**config.mk**
```make
export PLATFORM = sky130hd
export DESIGN_NAME = video_in_store
export DESIGN_NICKNAME = d
export VERILOG_FILES = /design/src/rtl/video_in_store.sv
export SDC_FILE = /design/constraint.sdc
export NUM_CORES = 1
export LEC_CHECK = 0
export ABC_AREA = 1
export BUFFER_PORTS_ARGS = -buffer_cell sky130_fd_sc_hd__buf_2
export CAP_MARGIN = 20
export CORE_MARGIN = 1.5
export CORE_UTILIZATION = 50
export DETAILED_ROUTE_END_ITERATION = 10
export GPL_TIMING_DRIVEN = 0
export PLACE_DENSITY = 0.63
export SYNTH_ARGS = -nofsm -noshare
export SYNTH_HDL_FRONTEND = slang
export SYNTH_SLANG_ARGS = --single-unit
```
**constraint.sdc**
```tcl
create_clock -name clk -period 6.72 [get_ports clk]
set_clock_uncertainty 0.1 [all_clocks]
set_input_delay 1.008 -clock clk [delete_from_list [all_inputs] [get_ports clk]]
set_output_delay 1.008 -clock clk [all_outputs]
set_load 0.02 [all_outputs]
```
**src/rtl/video_in_store.sv**
```systemverilog
// video_in_store: capture-side frame writer.
// Packs an 8-bit pixel stream into 32-bit little-endian words, buffers them in
// a small word FIFO and writes them to RAM through a single-beat Wishbone
// master at consecutive addresses starting at the frame base. A one-cycle
// interrupt marks a frame that is completely in RAM.
module video_in_store #(
  parameter int HRES           = 640,
  parameter int VRES           = 480,
  parameter int FIFO_ADDR_SIZE = 4
) (
  input  logic        clk,
  input  logic        nRST,
  input  logic [31:0] wb_reg_data,
  input  logic [31:0] wb_reg_ctr,
  input  logic        pixel_en,
  input  logic        frame_valid,
  input  logic        line_valid,
  input  logic [7:0]  pixel_in,
  output logic        interrupt,
  output logic        overflow,
  output logic        p_wb_STB_O,
  output logic        p_wb_CYC_O,
  output logic        p_wb_LOCK_O,
  output logic [3:0]  p_wb_SEL_O,
  output logic        p_wb_WE_O,
  output logic [31:0] p_wb_ADR_O,
  output logic [31:0] p_wb_DAT_O,
  input  logic        p_wb_ACK_I
);

  localparam int          DEPTH = 1 << FIFO_ADDR_SIZE;
  localparam logic [31:0] WORDS = 32'(HRES * VRES / 4);

  typedef enum logic {IDLE, BUS} state_t;

  state_t state;

  // frame tracking
  logic        fv_q;
  logic        capturing;
  logic        end_pending;
  logic [31:0] base;
  logic [29:0] word_idx;

  // packer
  logic [23:0] pack;
  logic [1:0]  pcnt;
  logic [31:0] words_pushed;

  // word FIFO
  logic [31:0]               mem [DEPTH];
  logic [FIFO_ADDR_SIZE-1:0] wptr, rptr;
  logic [FIFO_ADDR_SIZE:0]   count;

  logic frame_start, frame_stop, start_ok;
  logic limit, accept, push_req, push, pop, full, empty;
  logic [31:0] word_in;

  // the low address bits and the upper control bits carry no meaning here
  logic unused_bits;
  assign unused_bits = ^{wb_reg_ctr[31:1], wb_reg_data[1:0]};

  assign frame_start = frame_valid & ~fv_q;
  assign frame_stop  = ~frame_valid & fv_q;
  // a new frame is taken only when the previous one has fully drained
  assign start_ok    = frame_start & wb_reg_ctr[0] & ~end_pending;

  assign full     = count[FIFO_ADDR_SIZE];
  assign empty    = (count == '0);
  assign limit    = (words_pushed == WORDS);
  assign accept   = capturing & pixel_en & frame_valid & line_valid & ~limit;
  assign push_req = accept & (pcnt == 2'd3);
  assign push     = push_req & ~full;
  assign pop      = (state == BUS) & p_wb_ACK_I;
  assign word_in  = {pixel_in, pack};

  assign p_wb_LOCK_O = 1'b0;

  // frame start/end, base latch, write index, overflow and interrupt
  always_ff @(posedge clk or negedge nRST) begin
    if (!nRST) begin
      fv_q        <= 1'b0;
      capturing   <= 1'b0;
      end_pending <= 1'b0;
      base        <= '0;
      word_idx    <= '0;
      overflow    <= 1'b0;
      interrupt   <= 1'b0;
    end else begin
      fv_q      <= frame_valid;
      interrupt <= 1'b0;
      if (frame_start && wb_reg_ctr[0]) begin
        if (end_pending) begin
          overflow <= 1'b1;
        end else begin
          base      <= {wb_reg_data[31:2], 2'b00};
          capturing <= 1'b1;
        end
      end
      if (frame_stop && capturing) begin
        capturing   <= 1'b0;
        end_pending <= 1'b1;
      end
      // all words written and no transfer in flight: frame is in RAM
      if (end_pending && empty && state == IDLE) begin
        interrupt   <= 1'b1;
        end_pending <= 1'b0;
      end
      if (push_req && full) overflow <= 1'b1;
      if (start_ok)  word_idx <= '0;
      else if (pop)  word_idx <= word_idx + 30'd1;
    end
  end

  // little-endian 4-pixel packer with per-frame word limit
  always_ff @(posedge clk or negedge nRST) begin
    if (!nRST) begin
      pack         <= '0;
      pcnt         <= '0;
      words_pushed <= '0;
    end else if (start_ok) begin
      pcnt         <= '0;
      words_pushed <= '0;
    end else if (frame_stop) begin
      // a partially filled word at frame end is discarded
      pcnt <= '0;
    end else if (accept) begin
      pcnt <= pcnt + 2'd1;
      case (pcnt)
        2'd0:    pack[7:0]   <= pixel_in;
        2'd1:    pack[15:8]  <= pixel_in;
        2'd2:    pack[23:16] <= pixel_in;
        default: if (push) words_pushed <= words_pushed + 32'd1;
      endcase
    end
  end

  // FIFO storage, no reset needed on the data array
  always_ff @(posedge clk) begin
    if (push) mem[wptr] <= word_in;
  end

  // FIFO pointers and occupancy; simultaneous push/pop leaves count unchanged
  always_ff @(posedge clk or negedge nRST) begin
    if (!nRST) begin
      wptr  <= '0;
      rptr  <= '0;
      count <= '0;
    end else begin
      if (push) wptr <= wptr + 1'b1;
      if (pop)  rptr <= rptr + 1'b1;
      case ({push, pop})
        2'b10:   count <= count + 1'b1;
        2'b01:   count <= count - 1'b1;
        default: count <= count;
      endcase
    end
  end

  // single-beat Wishbone write FSM with registered bus outputs
  always_ff @(posedge clk or negedge nRST) begin
    if (!nRST) begin
      state      <= IDLE;
      p_wb_STB_O <= 1'b0;
      p_wb_CYC_O <= 1'b0;
      p_wb_WE_O  <= 1'b0;
      p_wb_SEL_O <= 4'h0;
      p_wb_ADR_O <= '0;
      p_wb_DAT_O <= '0;
    end else begin
      case (state)
        IDLE: begin
          if (!empty) begin
            state      <= BUS;
            p_wb_STB_O <= 1'b1;
            p_wb_CYC_O <= 1'b1;
            p_wb_WE_O  <= 1'b1;
            p_wb_SEL_O <= 4'hF;
            p_wb_ADR_O <= base + {word_idx, 2'b00};
            p_wb_DAT_O <= mem[rptr];
          end
        end
        BUS: begin
          // release after the ack; the IDLE visit guarantees a gap cycle
          if (p_wb_ACK_I) begin
            state      <= IDLE;
            p_wb_STB_O <= 1'b0;
            p_wb_CYC_O <= 1'b0;
            p_wb_WE_O  <= 1'b0;
            p_wb_SEL_O <= 4'h0;
          end
        end
        default: state <= IDLE;
      endcase
    end
  end

endmodule

```
Word level (Yosys, flattened, before mapping)

Memory sizes are Yosys's and may differ from the RTL's. A register that Yosys moved wholly into a read port is not among the register bits.
Index checks and enable logic that the tools add are counted.

$add $sub $neg: 8
Multiply operators: 0
Divide/modulo/power cells: 0
Magnitude comparators: 0
Eq/ne operators: 11
Shifts and indexed selects: 0
Muxes and demuxes: 31
Bitwise gates (word level): 20
Reductions and logical operators: 27

Operators by type and width:

| kind                  | count |
|---|---|
| $mux 32               | 5 |
| $mux 30               | 2 |
| $add 32x1->32 const B | 1 |
| $add 32x32->32        | 1 |
| $eq 32x17->1 const B  | 1 |
| $add 30x1->30 const B | 1 |
| $reduce_and 4->1      | 4 |
| $reduce_bool 2->1     | 8 |
| $mux 1                | 15 |
| $and 1x1->1           | 11 |
| $pmux 5 s2            | 1 |
| $reduce_and 2->1      | 5 |
| $not 1->1             | 9 |
| $add 4x1->4 const B   | 2 |
| $mux 4                | 2 |
| $pmux 4 s2            | 1 |
| $eq 2x2->1 const B    | 3 |
| $mux 2                | 3 |
| $ne 2x1->1 const B    | 3 |
| $add 5x1->5 const B   | 1 |
| $logic_and 1x1->1     | 5 |
| $logic_not 5->1       | 1 |
| $sub 5x1->5 const B   | 1 |
| $eq 2x1->1 const B    | 2 |
| other kinds (7)       | 9 |

Bits in registers: 174
Latch bits: 0
Bits in writable memories: 512
Memory bits (read-only): 0
Logic and storage cells: 117
Memories: 1

Memories:

| name | words | bits a word | read ports | clocked after Yosys merged registers in | wr ports | RTL line | source |
|---|---|---|---|---|---|---|---|
| mem  | 16    | 32          | 1          | 1                                       | 1        | 51       | `logic [31:0] mem [DEPTH];` |

Depth between registers and ports, before layout

Gate-level depths: netlist of run 1.

Word-level depth: 11
Gate-level depth with buffers: 18
Depth with buffers taken out: 16

Least setup slack after synthesis of run 1

OpenSTA, ideal clock, no wires.

Path kind: in2reg
From: input port line_valid
To: memory mem[2][0] (enable)
Data arrival time: 3.941 ns
Data required time: 6.159 ns
Setup slack: 2.218 ns
Stages: 6
Buffers on the path: 2
Cell sequence: nand3_1 -> nor2_2 -> nand4_4 -> buf_6 -> buf_4 -> nor3_1

Word-level cells in the longest chain between the ends: 6

RTL lines:

| what                         | RTL line | source |
|---|---|---|
| start, declared              | 17       | `input logic line_valid,` |
| $and 1x1->1 (2 in series)    | 71       | `assign accept = capturing & pixel_en & frame_valid & line_valid & ~limit;` |
| $and 1x1->1                  | 72       | `assign push_req = accept & (pcnt == 2'd3);` |
| $and 1x1->1                  | 73       | `assign push = push_req & ~full;` |
| $mux 1                       | 140      | `if (push) mem[wptr] <= word_in;` |
| $mux 1 (implied by the code) | 140      |  |
| end, declared                | 51       |  |

Every way passes these cells.

Final worst setup path of run 1

From: register words_pushed[18]
To: register count[4]

Word-level cells in the longest chain between the ends: 7

RTL lines:

| what                                            | RTL line | source |
|---|---|---|
| start, declared                                 | 48       | `logic [31:0] words_pushed;` |
| start signal, assigned                          | 133      | `default: if (push) words_pushed <= words_pushed + 32'd1;` |
| $eq 32x17->1 *                                  | 70       | `assign limit = (words_pushed == WORDS);` |
| $not 1->1 *                                     | 71       |  |
| $and 1x1->1 *                                   | 71       |  |
| $and 1x1->1 *                                   | 72       |  |
| $and 1x1->1 *                                   | 73       |  |
| $eq 2x1->1 or $eq 2x2->1 (tied branches)        | 152      | `case ({push, pop})` |
| $pmux 5 s2 or $reduce_bool 2->1 (tied branches) | -        |  |
| end signal, assigned                            | 153      | `2'b10: count <= count + 1'b1;` |
| end signal, assigned                            | 154      | `2'b01: count <= count - 1'b1;` |
| end signal, assigned                            | 155      | `default: count <= count;` |
| end, declared                                   | 53       | `logic [FIFO_ADDR_SIZE:0] count;` |

Mark *: on every way between the ends. The rest lies on a longest branch, timed or not.
A chain may end at the register's enable or synchronous reset.

==> results of run 1 <==
-- area by class of cell --
class | instances | area share (%)
timing repair buffer | 172 | 3.42
clock inverter | 27 | 0.862
tap | 846 | 2.89
multi-input combinational | 2034 | 26.8
clock buffer | 112 | 6.04
sequential | 712 | 55.7
buffer | 148 | 2.07
inverter | 217 | 2.23
-- state kept, by name, indices dropped and copies added, names as in the netlist, 2 cells and up --
signal        flops
mem             512
p_wb_DAT_O       32
words_pushed     32
base             30
p_wb_ADR_O       30
word_idx         30
pack             24
count             5
rptr              4
wptr              4
pcnt              2
-- power by group --
| part | leakage (nW) | internal (W) | switching [W] |
|---|---|---|---|
| Clock | 1.22 | 0.00242 | 0.00177 |
| Combinational | 6.63 | 0.00147 | 0.00354 |
| Sequential | 7.46 | 0.00522 | 0.000430 |
-- critical path: stages, from the launching register on --
cell and delay, ps:
dfrtp_1 430, inv_1 90, nand2_1 50, nor3_1 170, nand2_1 120, nor2_1 280, nand2_4 120, nand4_4 100
buf_6 160, buf_4 230, ha_1 300, ha_1 290, inv_1 110, o21bai_1 100, a31oi_1 280, xor2_1 190
nand2_1 60, o21ai_0 70
-- per-layer routing --
metal,vias up,global-route usage (%),share of wire [%]
li1,11123,-,-
met2,939,45.6,47
met3,137,4.41,7.6
met5,-,0,0
met4,0,8.45,2.3
met1,11649,40.2,43
-- cell usage after synthesis (all sizes together) --
library cell | n | share of area, %
nand2 | 894 | 11
edfxtp | 512 | 49
nor2 | 302 | 3.6
o21ai | 227 | 3.6
inv | 215 | 2.6
dfrtp | 200 | 16
nand3 | 195 | 3.1
a21oi | 106 | 1.7
buf | 88 | 1.7
clkbuf | 60 | 0.71
nor3 | 57 | 0.97
o221ai | 56 | 1.5
ha | 45 | 1.8
nand4 | 19 | 0.42
o211ai | 19 | 0.45
o22ai | 19 | 0.38
a211oi | 18 | 0.43
mux2i | 18 | 0.57
xor2 | 17 | 0.47
xnor2 | 14 | 0.39
nand3b | 7 | 0.17
o21bai | 5 | 0.12
a31oi | 4 | 0.079
clkinv | 2 | 0.024
o21a | 2 | 0.047
a21o | 1 | 0.024
a2bb2oi | 1 | 0.028
and2 | 1 | 0.020
conb | 1 | 0.012
fa | 1 | 0.063
nor4 | 1 | 0.020
o211a | 1 | 0.032
or2 | 1 | 0.020
-- per-stage QoR --
stage               power (W)  worst slack [ps]  area, um^2  hold slack, ps
floorplan             0.00869              2220       31700             348
global placement       0.0106              -633       33300             358
detailed placement     0.0107              3090       34100             360
CTS                    0.0149              3460       36600             352
global route           0.0156              3160       36600             398
finish                 0.0148              3390       36600             345
-- cell families after synthesis --
family,after synthesis,synth area share (%)
flops,712,64.4
simple gates,1477,19.0
buf+inv,365,4.98
other cells,1,0.0118
xor+xnor,31,0.858
compound gates,459,8.39
mux,18,0.569
fa+ha+maj,46,1.84
-- final timing paths --
| check | startpoint | endpoint | slack (ps) | cells after the start |
|---|---|---|---|---|
| worst min-delay path | nRST | p_wb_DAT_O[12]$_DFFE_PN0P_ | 350 | 1 |
| max in group asynchronous | nRST | p_wb_DAT_O[3]$_DFFE_PN0P_ | 5170 | 2 |
| worst max register to register | words_pushed[18]$_DFFE_PN0P_ | count[4]$_DFFE_PN0P_ | 3390 | 17 |
| min in group clk | p_wb_DAT_O[11]$_DFFE_PN0P_ | p_wb_DAT_O[11]$_DFFE_PN0P_ | 370 | 2 |
| worst max-delay path | words_pushed[18]$_DFFE_PN0P_ | count[4]$_DFFE_PN0P_ | 3390 | 17 |
| worst min register to register | p_wb_DAT_O[11]$_DFFE_PN0P_ | p_wb_DAT_O[11]$_DFFE_PN0P_ | 370 | 2 |
==> impl_metrics.csv, run 1 <==
group,metric,value,unit
sta,worst_slew_pin_slew,1140,ps
setup_path,worstPathRequired,7160,ps
clock_tree,ctsResizeCount,0,
cells_and_area,n_antenna_cell,0,
power_and_ir_drop,ir_worst_vdd,0.274,mV
clock_tree,hold_buffers,0,
clock_tree,clockBufferDepth,3,
grt,grt_max_degree,107,
cells_and_area,final_common_cell,"nand2_1",
route,dr.first_iter.drc_count,2331,
setup_path,crit_fanout,11,
sta,setup_viol,0,
clock_tree,cts_num_sinks,712,
sta,fmax,300,MHz
sta,rsz0062_at_grt,"false",
route,vias,23848,
logic_synthesis,netlist_area,31700,um^2
sta,finalCritPeriodShare,49.6,%
clock_tree,cts_root_buf,"clkbuf_16",
logic_synthesis,avgSynthCellArea,10.2,um^2
power_and_ir_drop,leakagePower,15.3,nW
grt,grt_first_pass_wirelength,137000,um
clock_tree,tritoncts,"yes",
grt,grt_pass1_vias,22807,
clock_tree,cts_setup_buffers,0,
die,die_h,255,um
sta,drv_slew,0,
die,rows,92,
status,status,"finished clean",
min_path,hp-class,"in2async",
sta,hold_viol,0,
placement,dp.cells,4129,
die,start_util,50.4,%
sta,relSlewSlack,23.8,%
logic_synthesis,yosys_register_bits,712,
sta,post-route-min-period,3330,ps
setup_path,startpoint_type,"flip-flop",
route,dr.pass1.iters,7,
logic_synthesis,syn_inst,3109,
cells_and_area,drive_gt1_share,11.7,%
logic_synthesis,synth_seq_area_share,64.4,%
logic_synthesis,yosys.cell_types.count,45,
setup_path,path_class,"reg2reg",
run,cap_violations,0,
route,drtAntennaViolNets,0,
clock_tree,worstSkewPairLatency,640,ps
cells_and_area,fillers,5438,
logic_synthesis,yosys_warnings,0,
grt,antenna_found_initial,0,
grt,grtUsageTotal,28.4,%
cells_and_area,ff_latch_area,20400,um^2
cells_and_area,multi_input_area,9790,um^2
placement,port-buffer-count,115,
clock_tree,path_clk_slew,60,ps
route,wl,91700,um
power_and_ir_drop,powerDensity,406,nW/um^2
placement,dp_hpwl,65800,um
cells_and_area,final_nets,3484,
die,coreArea,62900,um^2
route,routedWlPerCell,21.5,um
clock_tree,htree_levels,3,
setup_path,endpoint_kind,"flip-flop",
die,io_pins,152,
die,die_w,255,um
cells_and_area,area_delta_synth_final,15.5,%
cells_and_area,instances_no_fill,4268,
placement,gp_congestion,0.901,
cells_and_area,utilization,58.2,%
cells_and_area,layout_common_cells,"891 x nand2_1, 512 x edfxtp_1, 295 x nor2_1",
sta,tns,0,ps
route,via_per_inst,5.59,
setup_path,critPathArrivalTime,3770,ps
grt,overflow,0,
die,die_area,64800,um^2
clock_tree,cts_buffers,75,
route,route.detailed.drc,0,
(Power assumes the default switching activity.)
==> run 2, diff against run 1 <==
Settings changed: ABC_AREA 1 to 0.
Clock period 6.72 ns to 3.2 ns, I/O delays scaled along.
==> impl_metrics.csv, run 2 <==
group,metric,value,unit
power_and_ir_drop,pwr-share-comb,26.6,%
setup_path,r2r_cells,15,
route,routedWlPerCell,24.1,um
logic_synthesis,netlist_area,29300,um^2
setup_path,endpoint_kind,"flip-flop",
setup_path,startpoint_type,"flip-flop",
power_and_ir_drop,p_switching,0.00886,W
setup_path,rr_startpoint,"words_pushed[0]$_DFFE_PN0P_",
logic_synthesis,yosys.cell_types.count,64,
grt,grt_pass1_vias,17179,
die,rows,88,
route,dr.first_iter.drc_count,1561,
min_path,whs_path_depth,2,
power_and_ir_drop,powerDensity,816,nW/um^2
setup_path,reg2reg_setup_slack,70,ps
status,status,"finished clean",
clock_tree,tritoncts,"yes",
grt,overflow,0,
logic_synthesis,synth_area_leaders,"edfxtp_1 52%, dfrtp_1 17%, mux4_2 8.1%",
power_and_ir_drop,ir_worst_vdd,0.575,mV
power_and_ir_drop,p_seq_share,42.0,%
logic_synthesis,yosys.area.top_type,"edfxtp_1",
die,die_h,245,um
setup_path,critPathArrivalTime,3570,ps
cells_and_area,largestRegisters,"mem: 512 flops, p_wb_DAT_O: 32 flops, words_pushed: 32 flops",
route,wl,70400,um
clock_tree,cts_num_sinks,712,
clock_tree,htree_levels,3,
sta,post-route-min-period,3130,ps
route,vias,16898,
sta,relSlewSlack,34.2,%
sta,rsz0062_at_grt,"true",
logic_synthesis,async_flop_share,28.1,%
die,io_pins,152,
power_and_ir_drop,leakagePower,13.2,nW
setup_path,crit_fanout,11,
route,drtAntennaViolNets,0,
route,route.detailed.drc,0,
placement,gp_congestion,0.859,
sta,worst_slack,66.7,ps
clock_tree,clockBufferDepth,3,
cells_and_area,final_nets,2223,
cells_and_area,layout_common_cells,"512 x edfxtp_1, 200 x dfrtp_1, 176 x nand2_1",
cells_and_area,final_area,34400,um^2
cells_and_area,area_delta_synth_final,17.4,%
grt,grt_max_degree,110,
logic_synthesis,syn_inst,1845,
setup_path,path_class,"reg2reg",
logic_synthesis,yosys.area.top_type_share,52.4,%
sta,drv_slew,0,
logic_synthesis,ys.flop_type,"edfxtp_1",
power_and_ir_drop,switching_share,31.5,%
min_path,min_from,"wb_reg_data[4]",
setup_path,worstPathRequired,3640,ps
setup_path,crit-reg2reg-capture,"count[4]$_DFFE_PN0P_",
clock_tree,worstSkewPairLatency,630,ps
sta,hold_viol,0,
cells_and_area,utilization,59.6,%
route,dr.pass1.iters,5,
placement,placed_area,31400,um^2
logic_synthesis,ys_top_cells_by_count,"512 x edfxtp_1, 200 x dfrtp_1, 176 x nand2_1, 129 x nor2_1, 106 x mux4_2",
die,die_w,245,um
sta,fmax,319,MHz
cells_and_area,n_antenna_cell,0,
placement,port-buffer-count,115,
min_path,hp-class,"in2reg",
placement,dp_hpwl,45000,um
logic_synthesis,synth_edf_count,512,
power_and_ir_drop,report.power.total,0.0281,W
sta,worst_slew_pin_slew,987,ps
die,coreArea,57800,um^2
cells_and_area,drive_gt1_share,22.5,%
sta,setup_viol,0,
clock_tree,cts_root_buf,"clkbuf_16",
placement,dp.cells,2754,
logic_synthesis,synth_seq_area_share,69.4,%
clock_tree,path_clk_slew,60,ps
logic_synthesis,yosys_register_bits,712,
grt,antenna_found_initial,0,
grt,grtUsageTotal,24.1,%
logic_synthesis,avgSynthCellArea,15.9,um^2
sta,finalCritPeriodShare,97.9,%
die,start_util,50.8,%
cells_and_area,top_register,"mem",
cells_and_area,largest_reg_flops,512,
logic_synthesis,yosysMostFrequentCell,"edfxtp_1",
route,via_per_inst,5.78,
run,cap_violations,0,
cells_and_area,instances_no_fill,2925,
power_and_ir_drop,clockPowerShare,31.4,%
die,die_area,60200,um^2
cells_and_area,final_common_cell,"edfxtp_1",
min_path,min_to,"base[4]$_DFFE_PN0P_",
logic_synthesis,yosys_warnings,0,
power_and_ir_drop,p_int,0.0193,W
clock_tree,cts_buffers,76,
grt,grt_first_pass_wirelength,106000,um
placement,pre_cts_ws,-1100,ps
[run 2: kinds of logic (layout without fill, tap and decap cells)]
logic type	Yosys count	in the layout	synth area share, %
AND/OR/NAND/NOR	442	442	6.87
multiplexers	235	235	12.8
XOR/XNOR	89	89	2.66
adder cells (fa/ha/maj)	46	46	1.99
buffers and inverters	111	424	1.62
flip-flops	712	712	69.4
other	1	3	0.0128
AO/OA/AOI/OAI	209	209	4.63
[run 2: layer usage]
| layer | track usage (%) | part of all wire, % | up-vias |
|---|---|---|---|
| li1 | - | - | 7547 |
| met1 | 33.2 | 43 | 8730 |
| met2 | 39.5 | 49 | 496 |
| met3 | 3.87 | 5.2 | 125 |
| met4 | 7.46 | 2.8 | 0 |
| met5 | 0 | 0 | - |
[run 2: critical path, cell delays in order (launching register included)]
cell and delay, ps:
dfrtp_1 430, inv_1 80, ha_1 140, nor4b_2 220, nand4_1 260, o2111ai_4 300, clkbuf_16 230, ha_4 180
xor2_1 170, ha_2 230, o21ai_1 80, a21oi_2 170, a21oi_2 90, xnor2_1 120, nor2_1 120, xnor2_1 140
[run 2: worst max path at each step]
stage                                           start                         end  slack (ps)  cells after the start
after global placement    words_pushed[0]$_DFFE_PN0P_        mem[3][20]$_DFFE_PP_       -3310                      7
after global routing      words_pushed[0]$_DFFE_PN0P_        count[4]$_DFFE_PN0P_        -160                     15
final                     words_pushed[0]$_DFFE_PN0P_        count[4]$_DFFE_PN0P_          70                     15
after CTS                        count[1]$_DFFE_PN0P_  p_wb_DAT_O[20]$_DFFE_PN0P_          50                      9
after floorplan           words_pushed[0]$_DFFE_PN0P_         mem[0][0]$_DFFE_PP_        -550                      7
after detailed placement  words_pushed[0]$_DFFE_PN0P_        count[4]$_DFFE_PN0P_       -1100                     15
[run 2: layout make-up]
cell class                      instances  area [um^2]
Fill cell                            4412        23400
Sequential cell                       712        20400
Multi-Input combinational cell       1024         8640
Clock buffer                          106         2140
Timing Repair Buffer                  177         1410
Tap cell                              765          957
Buffer                                 84          424
Clock inverter                         33          402
Inverter                               24         90.1
[run 2: what timing repair did]
item,CTS,global route
buffers inserted,1,3
hold buffers,31,0
endpoints found under the setup margin,155,63
pin swaps,4,3
endpoints found under the hold margin,138,0
resized for setup,18,10
[run 2: power groups by stage]
| stage | logic, W | registers, W | clock network, W |
|---|---|---|---|
| finish | 0.00747 | 0.0118 | 0.00884 |
| global route | 0.00811 | 0.0119 | 0.00937 |
| CTS | 0.00756 | 0.0118 | 0.00899 |
| global placement | 0.00731 | 0.0119 | 0 |
| detailed placement | 0.00745 | 0.0120 | 0 |
| floorplan | 0.00467 | 0.0121 | 0 |
[run 2: through the flow]
step                      hold WS, ps  setup TNS (ps)
final                            40.5               0
after global routing             11.8            -317
after CTS                        9.31               0
after detailed placement          362          -19080
after global placement            357        -1121180
after floorplan                  84.4          -70410
==> run 3, diff against run 2 <==
Settings changed: PLACE_DENSITY 0.63 to 0.67.
Clock period 3.2 ns to 3.1 ns, I/O delays scaled along.
==> impl_metrics.csv, run 3 (synthesis results as in run 2) <==
group,metric,value,unit
status,status,"finished clean",
sta,finalCritPeriodShare,96.9,%
die,coreArea,57800,um^2
cells_and_area,largestRegisters,"mem: 512 flops, p_wb_DAT_O: 32 flops, words_pushed: 32 flops",
clock_tree,cts_num_sinks,712,
grt,grt_first_pass_wirelength,105000,um
clock_tree,cts_root_buf,"clkbuf_16",
placement,gp_congestion,0.843,
grt,antenna_found_initial,1,
die,die_area,60200,um^2
die,start_util,50.8,%
grt,overflow,0,
clock_tree,clockBufferDepth,3,
cells_and_area,largest_reg_flops,512,
route,route.detailed.drc,0,
die,die_h,245,um
route,wl,69800,um
power_and_ir_drop,clockPowerShare,30.4,%
placement,pre_cts_ws,-776,ps
route,dr.first_iter.drc_count,1612,
min_path,hp-class,"in2reg",
cells_and_area,layout_common_cells,"512 x edfxtp_1, 199 x dfrtp_1, 176 x nand2_1",
power_and_ir_drop,report.power.total,0.0287,W
run,cap_violations,0,
grt,grt_max_degree,101,
clock_tree,cts_buffers,76,
sta,hold_viol,0,
setup_path,critPathArrivalTime,3440,ps
power_and_ir_drop,powerDensity,832,nW/um^2
setup_path,slowest_delay,440,ps
setup_path,crit-reg2reg-capture,"count[4]$_DFFE_PN0P_",
min_path,min_to,"rptr[0]$_DFFE_PN0P_",
route,dr.pass1.iters,5,
cells_and_area,area_delta_synth_final,17.3,%
clock_tree,htree_levels,3,
power_and_ir_drop,switching_share,31.8,%
min_path,min_from,"p_wb_ACK_I",
grt,grt_pass1_vias,17197,
power_and_ir_drop,ir_worst_vdd,0.571,mV
placement,dp_hpwl,44800,um
sta,fmax,333,MHz
placement,placed_area,31500,um^2
min_path,whs_path_depth,3,
route,routedWlPerCell,23.8,um
power_and_ir_drop,p_int,0.0195,W
setup_path,r2r_cells,15,
setup_path,reg2reg_setup_slack,100,ps
cells_and_area,utilization,59.6,%
sta,post-route-min-period,3000,ps
power_and_ir_drop,p_switching,0.00912,W
placement,port-buffer-count,115,
clock_tree,worstSkewPairLatency,640,ps
die,rows,88,
sta,rsz0062_at_grt,"true",
setup_path,rr_startpoint,"words_pushed[0]$_DFFE_PN0P_",
sta,worst_slew_pin_slew,1020,ps
sta,relSlewSlack,31.9,%
clock_tree,path_clk_slew,60,ps
power_and_ir_drop,pwr-share-comb,26.9,%
die,die_w,245,um
sta,drv_slew,0,
grt,grtUsageTotal,23.5,%
route,drtAntennaViolNets,0,
setup_path,worst_path_max_delay_cell,"dfrtp_2",
cells_and_area,top_register,"mem",
die,io_pins,152,
cells_and_area,final_nets,2230,
route,vias,17007,
setup_path,worstPathRequired,3540,ps
setup_path,crit_fanout,6,
cells_and_area,drive_gt1_share,22.5,%
cells_and_area,final_common_cell,"edfxtp_1",
clock_tree,tritoncts,"yes",
setup_path,startpoint_type,"flip-flop",
power_and_ir_drop,p_seq_share,42.7,%
power_and_ir_drop,leakagePower,13.2,nW
setup_path,path_cells,"inv_2, ha_2, nor4b_4, nand4_1, o2111ai_4, clkbuf_16, ha_4, xor2_1, ha_2, o21ai_1, a21oi_1, a21oi_1, xnor2_1, nor2_1, xnor2_1",
sta,setup_viol,0,
setup_path,endpoint_kind,"flip-flop",
sta,worst_slack,95.5,ps
setup_path,path_class,"reg2reg",
route,via_per_inst,5.80,
cells_and_area,final_area,34400,um^2
-- run 3: cell count changes in the layout (fill, tap and decap cells not counted), sizes merged --
cell           delta
buf               +2
bufinv            -3
clkbuf            +8
clkdlybuf4s15     -1
clkinv            +6
clkinvlp          -4
diode             +1
dlygate4sd3       +1
inv               -1
-- run 3: final cells by class --
type / instances / area, um^2
fillers: 4316 / 23400
flip-flops and latches: 712 / 20400
multi-input cells: 1024 / 8720
clock buffers: 109 / 2070
repair buffers: 183 / 1450
well taps: 765 / 957
plain buffers: 85 / 434
clock inverters: 31 / 342
inverters: 24 / 90.1
diodes: 1 / 2.50
-- run 3: worst max-delay path: cells and delay by family (launching register included) --
family,cells,cell delay [ps]
compound gates,4,620
simple gates,3,570
fa+ha+maj,3,510
flops,1,440
xor+xnor,3,410
buf+inv,2,260
-- run 3: repair_timing --
item / in CTS / in global routing
gates resized for setup: 22 / 23
endpoints found under the hold margin: 60 / 0
hold buffers: 32 / 0
pin swaps: 2 / 9
endpoints found under the setup margin: 184 / 133
buffers inserted: 1 / 8
-- run 3: per-stage QoR --
stage                      TNS, ps  cells  hold WS (ps)
after floorplan             -75100   1847          69.4
after global placement    -1112780   2727           358
after detailed placement    -18270   2754           240
after CTS                    -31.5   2926           136
after global routing          -117   2933           161
final                            0   2934           169
-- run 3: metal layers --
metal  share of wire [%]  up-vias  wire length, um  global-route usage (%)
li1                    -     7569                -                       -
met1                  42     8745            29000                    31.8
met2                  49      576            34500                    39.0
met3                 6.7      115             4660                    4.48
met4                 2.3        2             1570                    6.54
met5               0.019        -               13                       0
-- run 3: power by group through the flow --
stage	registers [W]	clock network (W)	logic, W
2_1_floorplan	0.0125	0	0.00482
3_3_place_gp	0.0123	0	0.00747
3_5_place_dp	0.0124	0	0.00765
4_1_cts	0.0122	0.00886	0.00774
5_1_grt	0.0123	0.00924	0.00837
6_report	0.0122	0.00871	0.00772
-- run 3: worst max path at each step --
| stage | startpoint | to | slack (ps) | cells past startpoint |
|---|---|---|---|---|
| after floorplan | words_pushed[0]$_DFFE_PN0P_ | mem[0][0]$_DFFE_PP_ | -590 | 7 |
| after global placement | words_pushed[0]$_DFFE_PN0P_ | mem[3][20]$_DFFE_PP_ | -3220 | 7 |
| after detailed placement | words_pushed[0]$_DFFE_PN0P_ | count[4]$_DFFE_PN0P_ | -780 | 15 |
| after CTS | words_pushed[0]$_DFFE_PN0P_ | count[4]$_DFFE_PN0P_ | -30 | 15 |
| after global routing | words_pushed[3]$_DFFE_PN0P_ | count[4]$_DFFE_PN0P_ | -110 | 13 |
| final | words_pushed[0]$_DFFE_PN0P_ | count[4]$_DFFE_PN0P_ | 100 | 15 |
